File: config.mk
export PLATFORM = sky130hd
export DESIGN_NAME = multiplier_issue_ctrl
export DESIGN_NICKNAME = d
export VERILOG_FILES = /design/src/rtl/mul_issue_pkg.sv /design/src/rtl/operand_fifo.sv /design/src/rtl/multiplier_issue_ctrl.sv
export SDC_FILE = /design/constraint.sdc
export NUM_CORES = 1
export LEC_CHECK = 0
export BUFFER_PORTS_ARGS = -buffer_cell sky130_fd_sc_hd__buf_2
export CAP_MARGIN = 5
export CORE_ASPECT_RATIO = 0.9
export CORE_MARGIN = 5
export CORE_UTILIZATION = 45
export CTS_BUF_LIST = sky130_fd_sc_hd__clkbuf_16
export CTS_CLUSTER_SIZE = 14
export DETAILED_ROUTE_END_ITERATION = 8
export PLACE_DENSITY = 0.67
export SLEW_MARGIN = 20
export SYNTH_ARGS = -nofsm -noshare
export SYNTH_HDL_FRONTEND = slang
export SYNTH_HIERARCHICAL = 1
export SYNTH_SLANG_ARGS = --single-unit
File: constraint.sdc
create_clock -name clk -period 4.15 [get_ports clk]
set_input_delay 0.6225 -clock clk [delete_from_list [all_inputs] [get_ports clk]]
set_output_delay 0.6225 -clock clk [all_outputs]
set_load 0.02 [all_outputs]
File: src/rtl/mul_issue_pkg.sv
// Shared types and default sizes for the multiplier issue controller.
// Latency: n/a (type and constant definitions only).
// Backpressure: n/a.
package mul_issue_pkg;

    // SETTLE: post-reset quiet period, IDLE: look for work,
    // ISSUE: one-cycle start pulse, WAIT: hold operands until the multiplier answers.
    typedef enum logic [1:0] {
        SETTLE = 2'd0,
        IDLE   = 2'd1,
        ISSUE  = 2'd2,
        WAIT   = 2'd3
    } state_t;

    localparam int DEF_WIDTH          = 32;
    localparam int DEF_FIFO_DEPTH     = 4;
    localparam int DEF_SETTLE_CYCLES  = 72;
    localparam int DEF_TIMEOUT_CYCLES = 128;

endpackage

File: src/rtl/operand_fifo.sv
// Small circular operand buffer: push/pop with full/empty, head word visible on pop_dat.
// Latency: a push is visible at the head on the cycle after the push edge.
// Backpressure: push is ignored while full, even if a pop happens in the same cycle.
//
// Ports: clk/reset (sync, active-high), push/push_dat write side,
//        pop/pop_dat read side (pop_dat is the current head), full/empty status.
module operand_fifo #(
    parameter int DW    = 64,
    parameter int DEPTH = 4
) (
    input  logic          clk,
    input  logic          reset,
    input  logic          push,
    input  logic [DW-1:0] push_dat,
    input  logic          pop,
    output logic [DW-1:0] pop_dat,
    output logic          full,
    output logic          empty
);

    localparam int AW = $clog2(DEPTH);

    logic [DW-1:0] mem [DEPTH];
    logic [AW-1:0] wr_ptr;
    logic [AW-1:0] rd_ptr;
    logic [AW:0]   count;
    logic          push_ok;
    logic          pop_ok;

    // Gate on the registered status so a same-cycle pop cannot make room for a push.
    assign push_ok = push && !full;
    assign pop_ok  = pop && !empty;

    assign full    = (count == (AW+1)'(DEPTH));
    assign empty   = (count == '0);
    assign pop_dat = mem[rd_ptr];

    always_ff @(posedge clk) begin
        if (reset) begin
            wr_ptr <= '0;
            rd_ptr <= '0;
            count  <= '0;
        end else begin
            // DEPTH is a power of two, so the pointers wrap naturally.
            if (push_ok) wr_ptr <= wr_ptr + 1'b1;
            if (pop_ok)  rd_ptr <= rd_ptr + 1'b1;
            case ({push_ok, pop_ok})
                2'b10:   count <= count + 1'b1;
                2'b01:   count <= count - 1'b1;
                default: count <= count;
            endcase
        end
    end

    // Storage needs no reset: empty/full are governed by count alone.
    always_ff @(posedge clk) begin
        if (push_ok) mem[wr_ptr] <= push_dat;
    end

endmodule

File: src/rtl/multiplier_issue_ctrl.sv
// Feeds operand pairs to an iterative multiplier one at a time and catches the product.
// Latency: push into an empty FIFO at edge k -> mul_valid_in during cycle k+1; out_valid one cycle after mul_valid_out.
// Backpressure: in_ready = FIFO not full; no new issue while a product waits for out_ready.
//
// Ports: clk, reset (sync, active-high); in_valid/in_ready/in_a/in_b operand input;
//        out_valid/out_ready/out_r product output; mul_valid_in/mul_a/mul_b to the multiplier;
//        mul_valid_out/mul_r from the multiplier; timeout_err sticky watchdog flag.
// Build option: define MUL_TIMEOUT_EN to enable the WAIT watchdog (timeout_err is 0 otherwise).
module multiplier_issue_ctrl
    import mul_issue_pkg::*;
#(
    parameter int WIDTH          = DEF_WIDTH,
    parameter int FIFO_DEPTH     = DEF_FIFO_DEPTH,
    parameter int SETTLE_CYCLES  = DEF_SETTLE_CYCLES,
    parameter int TIMEOUT_CYCLES = DEF_TIMEOUT_CYCLES
) (
    input  logic               clk,
    input  logic               reset,
    input  logic               in_valid,
    output logic               in_ready,
    input  logic [WIDTH-1:0]   in_a,
    input  logic [WIDTH-1:0]   in_b,
    output logic               out_valid,
    input  logic               out_ready,
    output logic [2*WIDTH-1:0] out_r,
    output logic               mul_valid_in,
    output logic [WIDTH-1:0]   mul_a,
    output logic [WIDTH-1:0]   mul_b,
    input  logic               mul_valid_out,
    input  logic [2*WIDTH-1:0] mul_r,
    output logic               timeout_err
);

    localparam int PW      = 2 * WIDTH;
    // One counter serves both the settle period and the WAIT watchdog.
    localparam int CNT_MAX = (SETTLE_CYCLES > TIMEOUT_CYCLES) ? SETTLE_CYCLES : TIMEOUT_CYCLES;
    localparam int CNT_W   = $clog2(CNT_MAX + 1);

    state_t           state;
    logic [CNT_W-1:0] cnt;
    logic             fifo_full;
    logic             fifo_empty;
    logic             fifo_pop;
    logic [PW-1:0]    fifo_head;

    assign in_ready = !fifo_full;
    // Only one product may be outstanding: hold off while out_r is still undelivered.
    assign fifo_pop = (state == IDLE) && !fifo_empty && !out_valid;

    operand_fifo #(
        .DW    (PW),
        .DEPTH (FIFO_DEPTH)
    ) u_operand_fifo (
        .clk      (clk),
        .reset    (reset),
        .push     (in_valid),
        .push_dat ({in_a, in_b}),
        .pop      (fifo_pop),
        .pop_dat  (fifo_head),
        .full     (fifo_full),
        .empty    (fifo_empty)
    );

    always_ff @(posedge clk) begin
        if (reset) begin
            // The multiplier itself is not reset; starting in SETTLE lets any
            // operation still in flight finish and be ignored.
            state        <= SETTLE;
            cnt          <= '0;
            mul_valid_in <= 1'b0;
            mul_a        <= '0;
            mul_b        <= '0;
            out_valid    <= 1'b0;
            out_r        <= '0;
        end else begin
            mul_valid_in <= 1'b0;
            if (out_valid && out_ready) out_valid <= 1'b0;

            case (state)
                SETTLE: begin
                    if (cnt == CNT_W'(SETTLE_CYCLES - 1)) begin
                        state <= IDLE;
                        cnt   <= '0;
                    end else begin
                        cnt <= cnt + 1'b1;
                    end
                end
                IDLE: begin
                    if (fifo_pop) begin
                        mul_a        <= fifo_head[PW-1:WIDTH];
                        mul_b        <= fifo_head[WIDTH-1:0];
                        mul_valid_in <= 1'b1;
                        state        <= ISSUE;
                    end
                end
                ISSUE: begin
                    state <= WAIT;
                    cnt   <= '0;
                end
                WAIT: begin
                    // mul_a/mul_b are left untouched so the multiplier sees stable operands.
                    if (mul_valid_out) begin
                        out_r     <= mul_r;
                        out_valid <= 1'b1;
                        state     <= IDLE;
                    end
`ifdef MUL_TIMEOUT_EN
                    else if (cnt == CNT_W'(TIMEOUT_CYCLES - 1)) begin
                        // Abandon the operation; SETTLE absorbs a late answer.
                        state <= SETTLE;
                        cnt   <= '0;
                    end else begin
                        cnt <= cnt + 1'b1;
                    end
`endif
                end
                default: state <= SETTLE;
            endcase
        end
    end

`ifdef MUL_TIMEOUT_EN
    always_ff @(posedge clk) begin
        if (reset) begin
            timeout_err <= 1'b0;
        end else if ((state == WAIT) && !mul_valid_out &&
                     (cnt == CNT_W'(TIMEOUT_CYCLES - 1))) begin
            timeout_err <= 1'b1;
        end
    end
`else
    assign timeout_err = 1'b0;
`endif

endmodule
; Word-level counts from Yosys, hierarchy flattened
; Memory sizes are Yosys's and may differ from the RTL's. A register that Yosys moved wholly into a read port is not among the register bits.
; Index checks and enable logic that the tools add are counted.
[word_totals]
register_bits = 83
ramBits = 256
out_inout_bits = 132
word_cells = 54
n_memories = 1
[op_classes]
addsub = 5
eq_ne = 10
n_mux = 13
n_bitwise = 1
n_reduce_logical = 16
[mem_list]
columns = memory, words, width, rd, rd_clocked_by_memory_dff, write_ports, line_no
row1 = u_operand_fifo.mem, 4, 64, 1, 1, 1, operand_fifo.sv:23  ; logic [DW-1:0] mem [DEPTH];
[op_table]
columns = operator, count
row1 = case mux 8 bit (2 select lines), 1
row2 = "adder 8 x 1 -> 8 bit, second input constant", 1
row3 = "== test 8 x 7 -> 1 bit, second input constant", 1
row4 = 2-to-1 mux 8 bit, 1
row5 = case mux 2 bit (4 select lines), 1
row6 = "== test 2 bit, second input constant", 3
row7 = 2-to-1 mux 1 bit, 6
row8 = 2-to-1 mux 2 bit, 3
row9 = case mux 3 bit (2 select lines), 1
row10 = logical AND 1 bit, 5
row11 = "adder 2 x 1 -> 2 bit, second input constant", 2
row12 = "== test 2 x 1 -> 1 bit, second input constant", 2
row13 = "!= test 2 bit, second input constant", 2
row14 = AND reduction 2 bit, 2
row15 = nonzero test 2 bit, 2
row16 = "adder 3 x 1 -> 3 bit, second input constant", 1
row17 = "== test 3 bit, second input constant", 1
row18 = zero test 1 bit, 3
row19 = zero test 3 bit, 1
row20 = AND reduction 3 bit, 1
row21 = "subtractor 3 x 1 -> 3 bit, second input constant", 1
row22 = zero test 2 bit, 1
row23 = "!= test 2 x 1 -> 1 bit, second input constant", 1
row24 = OR reduction 2 bit, 1
row25 = NOT 1 bit, 1

; Depth between registers and ports, before layout
; Gate-level depths: netlist of the first run.
[logic_depth]
ltp_word = 7
ltp_mapped = 13

; By module
; The synthesis of the first run kept the hierarchy.
[by_module_without_submodules]
columns = mod, instances, cells_per_inst, area_each_um2, seq_area_each_um2
row1 = operand_fifo, 1, 388, 9785.6, 7867.5
row2 = multiplier_issue_ctrl, 1, 636, 5048.6, 2802.7

; Least setup slack after synthesis of the first run
; No wires, ideal clock.
[synth_timing]
path_kind = input-to-reg
startpoint = in in_valid
endpoint = mem u_operand_fifo.mem[0][0], enable pin
setup_time_ns = 0.429
arrival_ns = 2.456
slack_ns = 1.265
stages = 3
path_cell_list = inv_1 -> nor2_1 -> and2_1
[synth_between]
elab_chain_cells = 3
[synth_rtl]
columns = item, line_no
row1 = from (decl), multiplier_issue_ctrl.sv:19  ; input logic in_valid,
row2 = logical AND 1 bit, operand_fifo.sv:31  ; assign push_ok = push && !full;
row3 = 2-to-1 mux 1 bit, operand_fifo.sv:57  ; if (push_ok) mem[wr_ptr] <= push_dat;
row4 = 2-to-1 mux 1 bit (implied by the code), operand_fifo.sv:57
row5 = to (decl), operand_fifo.sv:23
; No other way between the ends.

; Worst setup path after layout of the first run
[layout_timing]
startpoint = reg u_operand_fifo.count[0]
endpoint = reg u_operand_fifo.count[2]
[layout_between]
elab_chain_cells = 7
elab_cells_between_ends = 14
cone_classes = add/sub: 2 / eq/ne: 3 / mux: 1 / reduce/logical: 8
[layout_rtl]
columns = item, line_no
row1 = from (decl), operand_fifo.sv:26  ; logic [AW:0] count;
row2 = from (signal assigned), operand_fifo.sv:48  ; 2'b10: count <= count + 1'b1;
row3 = from (signal assigned), operand_fifo.sv:49  ; 2'b01: count <= count - 1'b1;
row4 = from (signal assigned), operand_fifo.sv:50  ; default: count <= count;
row5 = zero test 3 bit (*), operand_fifo.sv:35  ; assign empty = (count == '0);
row6 = via fifo_empty, multiplier_issue_ctrl.sv:42  ; logic fifo_empty;
row7 = zero test 1 bit (*), "operand_fifo.sv:32, multiplier_issue_ctrl.sv:48"
row8 = logical AND 1 bit (2 in series), multiplier_issue_ctrl.sv:48  ; assign fifo_pop = (state == IDLE) && !fifo_empty && !out_valid;
row9 = logical AND 1 bit (*), operand_fifo.sv:32  ; assign pop_ok = pop && !empty;
row10 = via u_operand_fifo.pop_ok, operand_fifo.sv:28  ; logic pop_ok;
row11 = == test 2 x 1 -> 1 bit / == test 2 bit (equally long branches), operand_fifo.sv:47  ; case ({push_ok, pop_ok})
row12 = case mux 3 bit (2 select lines) / nonzero test 2 bit (equally long branches), n/a
; Mark *: on every way through the listed nets, which the timed path passes. The rest lies on a longest branch.
; A chain may end at the register's enable or synchronous reset.

==> impl_metrics.tcl, run 1 <==
set metrics [dict create \
    avgSynthCellArea_um2 14.5 \
    syn_nets 1170 \
    rrSetupSlack_ns 1.82 \
    track_usage_pct 17.4 \
    period_needed_ns 2.33 \
    yosysWarnings 6 \
    totalWireLength_mm 32.5 \
    clkSinkCount 405 \
    dieHeight_um 182 \
    reg2reg_to "u_operand_fifo/count[2]$_SDFFE_PP0P_" \
    power.density_nw_per_um2 466 \
    async_reset_ff_share_pct 0 \
    nets 1419 \
    slew_viol_final 0 \
    cts_resized 0 \
    drc 0 \
    dieArea_um2 36700 \
    core-area_um2 32700 \
    leakagePower_nw 6.41 \
    cp.arrival_ns 2.80 \
    cts_buffers 40 \
    critPathCaptureType "flip-flop" \
    comb_power_share_pct 5.0 \
    clk_pin_slew_ns 0.06 \
    worst_slack_ns 1.82 \
    initial_core_util_pct 45.3 \
    worstPathRequired_ns 4.61 \
    worstPathMaxFanout 5 \
    vias 8909 \
    rsz0062_at_grt "no" \
    p_sw_share_pct 21.6 \
    areaGrowthSynthToFinish_pct 18.8 \
    reg2regPathDepth 12 \
    critPathKind "reg -> reg" \
    rows 63 \
    grt_pass1_vias 8875 \
    ant_nets 0 \
    syn_area_um2 14800 \
    antenna_found_initial 10 \
    cts_max_level 2 \
    status "complete, no violations" \
    die_width_um 201 \
    cts_tree "built" \
    synthCells 1024 \
    ctsHoldBuffers 0 \
    final_cell_mix "nand2_1 (262), buf_2 (262), edfxtp_1 (256)" \
    ys_seq_area_share_pct 71.9 \
    cts_buffer_depth 3 \
    routed_via_density 5.16 \
    dr.pass1.iters 4 \
    max_freq_mhz 428 \
    p_clk_share_pct 40.5 \
    final.setup_skew_ns 0.0139 \
    cell_internal_pwr_mw 6.44 \
    hold_path_class "in -> reg" \
    vdd_drop_max_uv 294 \
    fillers 2728 \
    drive_gt1_share_pct 30.8 \
    p_switching_mw 1.78 \
    hold_violations 0 \
    hold_start "in_b[17]" \
    worstSetupStartpointType "flip-flop" \
    hpwl_mm 20.3 \
    r2r_start "u_operand_fifo/count[0]$_SDFFE_PP0P_" \
    max_cap_violations 0 \
    synth_edf_count 256 \
    grt-ovfl-total 0 \
    synthFlopType "edfxtp_1" \
    root_buffer "clkbuf_16" \
    dpl_worst_slack_ns 1.70 \
    wl_per_cell_um 18.8 \
    io_pins 265 \
    tightest_slew_ns 1.05 \
    postCtsSetupRepairBufs 0 \
    grt_pass1_wl_mm 50.5 \
    grt_max_degree 67 \
    final.setup.tns_ns 0 \
    worstHoldPathCells 1 \
    gp_congestion 0.799 \
    drtIter0Drc 395 \
    relSlewSlack_pct 29.7 \
    port-buffer-count 263 \
    synth-seq-cells 405 \
    min_to "u_operand_fifo/mem[2][17]$_DFFE_PP_" \
    period_share_pct 56.3 \
    setup_violations 0 \
    seq_power_share_pct 54.5 \
    clk_latency_ns 0.54 \
    synth.distinct_cells 43 \
]
==> flip-flops by register name, indices dropped and copies added (netlist names), named ones only <==
signal                 cells
out_valid                  1
u_operand_fifo/mem       256
mul_valid_in               1
state                      2
cnt                        8
u_operand_fifo/count       3
u_operand_fifo/rd_ptr      2
mul_b                     32
out_r                     64
u_operand_fifo/wr_ptr      2
mul_a                     32
==> final cells by class <==
type	instances	area [um2]	share of cell area [%]
Clock inverter	32	174	0.987
Inverter	14	52.6	0.298
Multi-Input combinational cell	544	3770	21.4
Tap cell	422	528	3.00
Sequential cell	405	10700	60.6
Antenna cell	1	2.50	0.0142
Timing Repair Buffer	268	1370	7.76
Clock buffer	42	1050	5.96
==> how the worst max path moves through the flow <==
stage	from	depth (start not counted)	end	slack, ns
after floorplan	in_valid	3	u_operand_fifo/mem[0][0]$_DFFE_PP_	1.27
after global placement	in_valid	4	u_operand_fifo/mem[3][27]$_DFFE_PP_	1.71
after detailed placement	in_valid	4	u_operand_fifo/mem[1][27]$_DFFE_PP_	1.70
after CTS	u_operand_fifo/count[0]$_SDFFE_PP0P_	12	u_operand_fifo/count[2]$_SDFFE_PP0P_	1.80
after global routing	u_operand_fifo/count[0]$_SDFFE_PP0P_	12	u_operand_fifo/count[2]$_SDFFE_PP0P_	1.62
final	u_operand_fifo/count[0]$_SDFFE_PP0P_	12	u_operand_fifo/count[2]$_SDFFE_PP0P_	1.82
==> Yosys cell counts, types with 5 or more instances <==
| library cell | number | area [um2] |
|---|---|---|
| mux4_2 | 60 | 1350 |
| buf_1 | 12 | 45.0 |
| inv_1 | 13 | 48.8 |
| clkbuf_1 | 30 | 113 |
| ha_1 | 12 | 150 |
| nand3_1 | 5 | 25.0 |
| nand2b_1 | 6 | 37.5 |
| nor2_1 | 11 | 41.3 |
| buf_2 | 8 | 40.0 |
| edfxtp_1 | 256 | 7690 |
| nand2_1 | 264 | 991 |
| buf_12 | 6 | 120 |
| and2_1 | 5 | 31.3 |
| o21ai_0 | 5 | 25.0 |
| a21oi_1 | 137 | 686 |
| dfxtp_1 | 149 | 2980 |
==> layer usage <==
metal,vias up,wire (um),global-route usage (%),part of all wire [%]
li1,4206,-,-,-
met1,4327,13500,22.2,42
met2,294,15900,29.7,49
met3,68,2240,4.80,6.9
met4,14,727,4.78,2.2
met5,-,83,0,0.26
==> power groups by stage <==
stage                     Sequential (mW)  Clock [mW]  Combinational (mW)
after floorplan                      4.58           0               0.228
final                                4.48        3.33               0.411
after CTS                            4.48        3.44               0.422
after global routing                 4.49        3.62               0.456
after detailed placement             4.57           0               0.420
after global placement               4.56           0               0.413
==> worst max-delay path, stage by stage (launching register included) <==
cell and delay, ns:
dfxtp_1 0.42, nor3_1 0.12, nor2_1 0.20, nand2_4 0.07, inv_2 0.05, o31ai_1 0.09, inv_1 0.07, ha_1 0.17
inv_1 0.06, fa_1 0.42, xor2_1 0.16, or3_1 0.30, a21oi_1 0.14
==> stage by stage <==
stage	std cells	power (mW)	hold WS, ns	utilization (%)	cell area (um2)
floorplan	1024	4.81	0.450	-	14800
global placement	1653	4.97	0.439	50.1	16400
detailed placement	1653	4.99	0.443	50.1	16400
CTS	1727	8.35	0.259	53.9	17600
global route	1727	8.57	0.264	53.9	17600
finish	1728	8.22	0.297	53.9	17600
==> logic make-up after synthesis <==
family,after synthesis,synth area share (%)
AO/OA/AOI/OAI,154,5.48
XOR/XNOR,5,0.295
adder cells (fa/ha/maj),13,1.15
buffers and inverters,75,2.81
flip-flops,405,71.9
multiplexers,67,10.0
other,1,0.0253
AND/OR/NAND/NOR,304,8.28
Power figures use the tool's default switching activity.
==> inputs of run 2 (changes only) <==
==> constraint.sdc (replaced) <==
create_clock -name clk -period 2.3 [get_ports clk]
set_input_delay 0.345 -clock clk [delete_from_list [all_inputs] [get_ports clk]]
set_output_delay 0.345 -clock clk [all_outputs]
set_load 0.02 [all_outputs]
==> run 2 against run 1 <==
Final area up 4.7%. Routed wire length increased by 4.3%. Power is 88% higher. Flip-flop and latch count is the same. Clock power up 96%. Largest cell class unchanged.
==> impl_metrics.tcl, run 2 (synthesized netlist as in run 1, its figures left out) <==
set metrics [dict create \
    hpwl_mm 21.5 \
    cpMostUsedCell "inv_1" \
    cts_tree "built" \
    gp_congestion 0.821 \
    wl_per_cell_um 18.9 \
    regMostFlops "u_operand_fifo/mem" \
    totalWireLength_mm 33.9 \
    dieArea_um2 36700 \
    drive_gt1_share_pct 31.3 \
    grt_pass1_wl_mm 53.2 \
    routed_via_density 5.11 \
    worstPathRequired_ns 2.76 \
    track_usage_pct 18.3 \
    ant_nets 0 \
    clkSinkCount 405 \
    clk_pin_slew_ns 0.06 \
    areaGrowthSynthToFinish_pct 24.4 \
    worstSetupStartpointType "flip-flop" \
    dpl_worst_slack_ns 0.0511 \
    worstPathMaxFanout 5 \
    cts_buffers 41 \
    initial_core_util_pct 45.3 \
    grt-ovfl-total 0 \
    grt_pass1_vias 9390 \
    drc 0 \
    core-area_um2 32700 \
    power.density_nw_per_um2 838 \
    tightest_slew_ns 0.875 \
    max_freq_mhz 456 \
    root_buffer "clkbuf_16" \
    max_cap_violations 0 \
    dr.pass1.iters 5 \
    fillers 2636 \
    vdd_drop_max_uv 704 \
    postLayoutCoreUtil_pct 56.4 \
    worst_slack_ns 0.105 \
    critPathKind "reg -> reg" \
    rows 63 \
    largest_reg_flops 256 \
    antenna_found_initial 3 \
    critPathCaptureType "flip-flop" \
    port-buffer-count 263 \
    period_needed_ns 2.19 \
    dieHeight_um 182 \
    hold_path_class "in -> reg" \
    leakagePower_nw 6.76 \
    drtIter0Drc 539 \
    cpPeakStageDelay_ns 0.42 \
    hold_violations 0 \
    finalPower_mw 15.5 \
    relSlewSlack_pct 41.7 \
    setup_violations 0 \
    period_share_pct 95.4 \
    vias 9170 \
    nets 1484 \
    cp_slowest_cell "fa_1" \
    cts_buffer_depth 3 \
    final_cell_mix "nand2_1 (262), buf_2 (262), edfxtp_1 (256)" \
    cts_max_level 2 \
    die_width_um 201 \
    final.setup_skew_ns 0.0186 \
    slew_viol_final 0 \
    crit_chain "nor3_1 > nor2_1 > nand2_2 > inv_2 > o31ai_1 > inv_1 > ha_2 > inv_1 > fa_1 > xor2_1 > or3_1 > a21oi_1" \
    cp.arrival_ns 2.65 \
    clk_latency_ns 0.55 \
    grt_max_degree 66 \
    io_pins 265 \
    status "complete, no violations" \
    reg_top3 "u_operand_fifo/mem: 256 flops, out_r: 64 flops" \
]
run 2: changes by cell type in the layout (fill, tap and decap cells not counted), sizes merged:
cell,delta
buf,+23
bufinv,+4
diode,+1
inv,+2
dlygate4sd3,+41
clkinv,-4
run 2: what timing repair did:
| item | 4_1_cts | 5_1_grt |
|---|---|---|
| setup buffers | 0 | 0 |
| hold buffers | 41 | 0 |
| resized for setup | 0 | 9 |
| setup endpoints to repair | 0 | 1 |
| endpoints found under the hold margin | 161 | 0 |
run 2: per-stage QoR:
stage          area [um2]  hold WS [ns]  std cells  setup TNS [ns]
5_1_grt             18500       0.00760       1795        -0.00938
6_report            18500        0.0298       1795               0
2_1_floorplan       14800         0.444       1024               0
4_1_cts             18400      0.000366       1793               0
3_3_place_gp        16700         0.439       1676               0
3_5_place_dp        16700         0.443       1676               0
run 2: worst max-delay path: cells and delay by family, from the launching register on:
family / cells / cell delay (ns)
buf+inv: 3 / 0.19
fa+ha+maj: 2 / 0.59
compound gates: 2 / 0.22
simple gates: 4 / 0.56
xor+xnor: 1 / 0.16
flops: 1 / 0.38
run 2: cell type report:
cell class,instances,area (um2),area share [%]
inverters,14,52.6,0.285
multi-input cells,544,3770,20.5
clock buffers,42,1050,5.69
flip-flops and latches,405,10700,57.9
clock inverters,34,282,1.53
repair buffers,332,2080,11.3
diodes,2,5.00,0.0271
well taps,422,528,2.86
run 2: worst paths after layout:
kind,slack [ns],depth (start not counted),endpoint,startpoint
setup / recovery,0.11,12,u_operand_fifo/count[2]$_SDFFE_PP0P_,u_operand_fifo/count[0]$_SDFFE_PP0P_
hold reg to reg,0.45,2,out_r[43]$_SDFFE_PP0P_,out_r[43]$_SDFFE_PP0P_
hold / removal,0.03,1,u_operand_fifo/mem[0][57]$_DFFE_PP_,in_a[25]
setup reg to reg,0.11,12,u_operand_fifo/count[2]$_SDFFE_PP0P_,u_operand_fifo/count[0]$_SDFFE_PP0P_
run 2: report_power, final:
group,internal [mW],leakage [nW],total [mW],switching (mW)
clock network,3.79,0.699,6.52,2.73
logic,0.376,2.50,0.863,0.487
registers,7.99,3.56,8.08,0.0887
total,12.2,6.76,15.5,3.31
run 2: routing by layer:
| layer | up-vias | GRT usage [%] | routed length (um) |
|---|---|---|---|
| met1 | 4482 | 24.2 | 14500 |
| met3 | 40 | 4.85 | 2390 |
| met4 | 2 | 5.41 | 806 |
| li1 | 4344 | - | - |
| met5 | - | 0 | 7 |
| met2 | 302 | 30.1 | 16200 |
